===== config.mk =====
export PLATFORM = sky130hd
export DESIGN_NAME = gauss_stats
export DESIGN_NICKNAME = d
export VERILOG_FILES = /design/src/rtl/gauss_stats_pkg.sv /design/src/rtl/gauss_var_calc.sv /design/src/rtl/gauss_stats.sv
export SDC_FILE = /design/constraint.sdc
export NUM_CORES = 2
export LEC_CHECK = 0
export CELL_PAD_IN_SITES_DETAIL_PLACEMENT = 1
export CELL_PAD_IN_SITES_GLOBAL_PLACEMENT = 2
export CORE_AREA = 2 2 277 279
export DETAILED_ROUTE_END_ITERATION = 7
export DIE_AREA = 0 0 279 281
export HOLD_SLACK_MARGIN = 0.15
export PLACE_DENSITY_LB_ADDON = 0.1
export RECOVER_POWER = 100
export SYNTH_ARGS = -nofsm -noshare
export SYNTH_HDL_FRONTEND = slang
export SYNTH_SLANG_ARGS = --single-unit
export TNS_END_PERCENT = 20

===== constraint.sdc =====
create_clock -name clk -period 11.7 [get_ports clk]
set_input_delay 3.51 -clock clk [delete_from_list [all_inputs] [get_ports clk]]
set_output_delay 3.51 -clock clk [all_outputs]
set_load 0.1 [all_outputs]

===== src/rtl/gauss_stats_pkg.sv =====
// Shared types and widths for the windowed Gaussian statistics block.
package gauss_stats_pkg;
  typedef enum logic [1:0] {IDLE, ACCUM, CALC, REPORT} state_t;
  localparam int SAMPLE_W   = 16;
  localparam int VAR_W      = 32;
  localparam int LOG2_N_DEF = 10;
endpackage


===== src/rtl/gauss_var_calc.sv =====
// Combinational mean/variance from window sums: floor-shift mean, mean-square minus squared mean.
module gauss_var_calc
  import gauss_stats_pkg::*;
#(
  parameter int LOG2_N = LOG2_N_DEF
) (
  input  logic signed [SAMPLE_W+LOG2_N-1:0]   sum,
  input  logic        [2*SAMPLE_W+LOG2_N-1:0] sumsq,
  output logic signed [SAMPLE_W-1:0]          mean,
  output logic        [VAR_W-1:0]             variance
);
  localparam int DIFF_W = 2*SAMPLE_W + LOG2_N + 2;

  logic        [2*SAMPLE_W+LOG2_N-1:0] msq;
  logic signed [2*SAMPLE_W-1:0]        mean_sq;
  logic signed [DIFF_W-1:0]            diff;

  // Negative results come from floor rounding of the mean; they are clamped to zero.
  function automatic logic [VAR_W-1:0] clamp_sat(input logic signed [DIFF_W-1:0] d);
    if (d[DIFF_W-1])
      return '0;
    else if (|d[DIFF_W-2:VAR_W])
      return '1;
    else
      return d[VAR_W-1:0];
  endfunction

  always_comb begin
    mean     = SAMPLE_W'(sum >>> LOG2_N);
    msq      = sumsq >> LOG2_N;
    mean_sq  = mean * mean;
    diff     = $signed({2'b00, msq}) - DIFF_W'(mean_sq);
    variance = clamp_sat(diff);
  end
endmodule


===== src/rtl/gauss_stats.sv =====
// Collects a window of 2^LOG2_N signed samples and reports mean, variance, min and max.
module gauss_stats
  import gauss_stats_pkg::*;
#(
  parameter int LOG2_N = LOG2_N_DEF
) (
  input  logic                       clk,
  input  logic                       reset,
  input  logic                       start,
  input  logic                       in_valid,
  input  logic signed [SAMPLE_W-1:0] in,
  output logic                       in_ready,
  output logic                       out_valid,
  input  logic                       out_ready,
  output logic signed [SAMPLE_W-1:0] mean,
  output logic        [VAR_W-1:0]    variance,
  output logic signed [SAMPLE_W-1:0] min_s,
  output logic signed [SAMPLE_W-1:0] max_s,
  output logic                       busy
);
  localparam int SUM_W = SAMPLE_W + LOG2_N;
  localparam int SQ_W  = 2*SAMPLE_W + LOG2_N;

  state_t                      state;
  logic signed [SUM_W-1:0]     sum;
  logic        [SQ_W-1:0]      sumsq;
  logic        [LOG2_N-1:0]    count;
  logic signed [SAMPLE_W-1:0]  min_acc, max_acc;
  logic signed [2*SAMPLE_W-1:0] sq;
  logic signed [SAMPLE_W-1:0]  calc_mean;
  logic        [VAR_W-1:0]     calc_var;
  logic                        arm;

  assign sq  = in * in;
  assign arm = start && ((state == IDLE) || (state == REPORT && out_ready));

  gauss_var_calc #(.LOG2_N(LOG2_N)) u_calc (
    .sum      (sum),
    .sumsq    (sumsq),
    .mean     (calc_mean),
    .variance (calc_var)
  );

  always_ff @(posedge clk) begin
    if (reset) begin
      state     <= IDLE;
      in_ready  <= 1'b0;
      out_valid <= 1'b0;
      busy      <= 1'b0;
      mean      <= '0;
      variance  <= '0;
      min_s     <= '0;
      max_s     <= '0;
      sum       <= '0;
      sumsq     <= '0;
      count     <= '0;
      min_acc   <= '0;
      max_acc   <= '0;
    end else begin
      unique case (state)
        IDLE: ;
        ACCUM: begin
          if (in_valid) begin
            sum   <= sum + SUM_W'(in);
            sumsq <= sumsq + SQ_W'($unsigned(sq));
            count <= count + 1'b1;
            if (in < min_acc) min_acc <= in;
            if (in > max_acc) max_acc <= in;
            if (&count) begin
              state    <= CALC;
              in_ready <= 1'b0;
            end
          end
        end
        CALC: begin
          mean      <= calc_mean;
          variance  <= calc_var;
          min_s     <= min_acc;
          max_s     <= max_acc;
          state     <= REPORT;
          out_valid <= 1'b1;
        end
        REPORT: begin
          if (out_ready) begin
            state     <= IDLE;
            out_valid <= 1'b0;
            busy      <= 1'b0;
          end
        end
      endcase
      // Arming wins over the REPORT exit so a handshake with start chains straight into ACCUM.
      if (arm) begin
        state     <= ACCUM;
        in_ready  <= 1'b1;
        out_valid <= 1'b0;
        busy      <= 1'b1;
        sum       <= '0;
        sumsq     <= '0;
        count     <= '0;
        min_acc   <= 16'sh7FFF;
        max_acc   <= -16'sh8000;
      end
    end
  end
endmodule

==> impl_metrics.json <==
{
  "fp.dieW_um": 279,
  "synthCells": 3447,
  "finalClockSkew_ps": 19.56,
  "die_y_um": 281,
  "grt_remaining_overflow": 0,
  "drtIter0Drc": 823,
  "grt_first_pass_wirelength_um": 147100,
  "cts.sinks": 195,
  "holdWs_ps": 434.6,
  "antenna_found_initial": 1,
  "setup.worst_path.end_class": "flip-flop",
  "clock_tree.buffer_depth": 2,
  "crit_arrival_ps": 11670,
  "ys_warn_count": 0,
  "slew_violations": 75,
  "htree_levels": 4,
  "ant_nets": 0,
  "routed-wl-met3_um": 1582,
  "rrSetupSlack_ps": 2160,
  "required_ps": 12150,
  "avgSynthCellArea_um2": 8.870,
  "drc_errors": 0,
  "wl_per_cell_um": 19.65,
  "period_share_pct": 95.92,
  "period_minus_slack_ps": 11220,
  "slew_headroom_pct": -40.90,
  "tightest_slew_ps": 2113,
  "first_pass_iters": 6,
  "hold_buffers": 0,
  "hold_class": "flip-flop to flip-flop",
  "fin_util_pct": 45.17,
  "synth_ff_type": "dfxtp_1",
  "finalSetupViolations": 0,
  "cp_max_fo": 9,
  "vias": 23700,
  "met2_length_um": 46110,
  "fill_cells": 8785,
  "core_mm2": 0.07544,
  "synth-edff-count": 0,
  "maxCapViolations": 2,
  "synth_commonest_cells": "inv_1 (718), fa_1 (529), nand2_1 (337)",
  "dp_hpwl_um": 76370,
  "r2r-start": "sum[25]",
  "post_cts_buffers": 0,
  "yosysMostFrequentCell": "inv_1",
  "critPathLaunch": "in[0]",
  "io_buffers": 103,
  "yosys.area.top_type": "fa_1",
  "crit_top_cell": "inv_1",
  "synth_fp_nets": 4290,
  "drive_above_1_share_pct": 5.871,
  "via_per_inst": 5.164,
  "rr_worst_depth": 19,
  "track_usage_pct": 24.01,
  "area_growth_pct": 11.46,
  "outcome": "complete, but fails checks",
  "fin_setup_tns_ps": 0,
  "ys_seq_elements": 195,
  "cp_slowest_cell": "or4b_2",
  "cpPeakStageDelay_ps": 630,
  "io_pins": 104,
  "grt_max_degree": 74,
  "hold_viol_final": 0,
  "m1WireLength_um": 40460,
  "hold_depth": 2,
  "async_reset_ff_share_pct": 0,
  "rsz0062_at_grt": "false",
  "worstSkewPairLatency_ps": 520,
  "highest_layer": "met4",
  "ctsResizeCount": 0,
  "violations": "capacitance limit, slew limit",
  "synth_cell_types": 78,
  "dieArea_mm2": 0.07840,
  "cts_buffers": 17,
  "crit_type": "input pin to flip-flop",
  "synthDominantCellAreaShare_pct": 34.64,
  "synth_area_mm2": 0.03058,
  "fin_ws_ps": 476.9,
  "gp_congestion": 0.8621,
  "nets": 4441,
  "row_count": 101,
  "cts-root-buf": "clkbuf_16",
  "grt_pass1_vias": 26820,
  "start_kind": "input pin",
  "routed_wl_um": 90190,
  "initial_core_util_pct": 40.53,
  "place_ws_ps": -297.9,
  "worstSetupEndpoint": "sumsq[41]",
  "worstReg2RegEnd": "variance[23]",
  "path_clk_slew_ps": 90,
  "ys_top_cells_by_area": "fa_1 (35%), dfxtp_1 (13%), ha_1 (12%)",
  "ys_seq_area_share_pct": 12.77,
  "tritoncts": "yes",
  "max_freq_mhz": 89.10
}
worst min-delay path by stage:
| stage | from | to | slack, ps |
|---|---|---|---|
| after detailed placement | variance[29] | variance[29] | 430 |
| after global placement | variance[21] | variance[21] | 430 |
| final | variance[29] | variance[29] | 430 |
| after floorplan | sum[3] | sum[3] | 440 |
| after global routing | variance[22] | variance[22] | 460 |
| after CTS | variance[29] | variance[29] | 440 |
critical path, delay by kind of cell:
family	cells	cell delay (ps)
compound gates	8	1670
buf+inv	11	1780
fa+ha+maj	7	2310
simple gates	10	2350
metal layers:
layer	up-vias	GRT usage [%]
met3	85	1.987
met1	12220	30.04
met4	0	6.521
met2	254	44.25
met5	-	0
li1	11150	-
cell usage in the layout, fill, tap and decap left out, drive strengths merged, types with 8 or more instances in the layout:
cell type      instances
fa                   529
xor2                  43
nand2b                12
a21oi                161
inv                  725
dlygate4sd3           83
o21ai                 97
nand4                 22
a21o                  78
a31oi                 28
o211ai                16
nand3                 58
nor2b                 30
nor3                  32
buf                  149
o21bai                17
nor2                 220
nand2                337
clkdlybuf4s50         18
clkinv                 8
and3                  21
nor4                   8
ha                   293
xnor2                 91
a21boi                10
and2                  63
dfxtp                195
a211oi                22
or3                   18
o21a                  16
clkbuf                29
mux2i                 87
cell families after synthesis:
kind of cell / synth area share (%)
adders and majority gates: 46.63
DFF: 12.77
AOI/OAI and AO/OA: 10.56
xor gates and xnor gates: 3.838
muxes: 2.922
buffers and inverters: 10.53
and+or+nand+nor: 12.76
stage by stage:
stage,instance area (um^2),cells
CTS,34150,4589
global placement,33550,4557
finish,34080,4590
floorplan,30580,3447
global route,34080,4589
detailed placement,33550,4557
layout make-up:
cell class / count / area [um^2] / area share (%)
flip-flops and latches: 195 / 3904 / 11.46
clock buffers: 17 / 425.4 / 1.248
inverters: 719 / 2699 / 7.919
multi-input cells: 2403 / 23460 / 68.84
clock inverters: 15 / 182.7 / 0.5360
well taps: 978 / 1224 / 3.591
repair buffers: 262 / 2183 / 6.407
diodes: 1 / 2.502 / 0.007343
sequential cells by signal, summed over array words and instances (netlist names), 2 cells and up:
name      cells
variance     32
sum          26
state         2
mean         16
max_s        16
min_s        16
sumsq        42
max_acc      16
count        10
min_acc      16
Power is not shown: default switching activity piles up to over one toggle a cycle in this logic, so the estimate is an artifact.
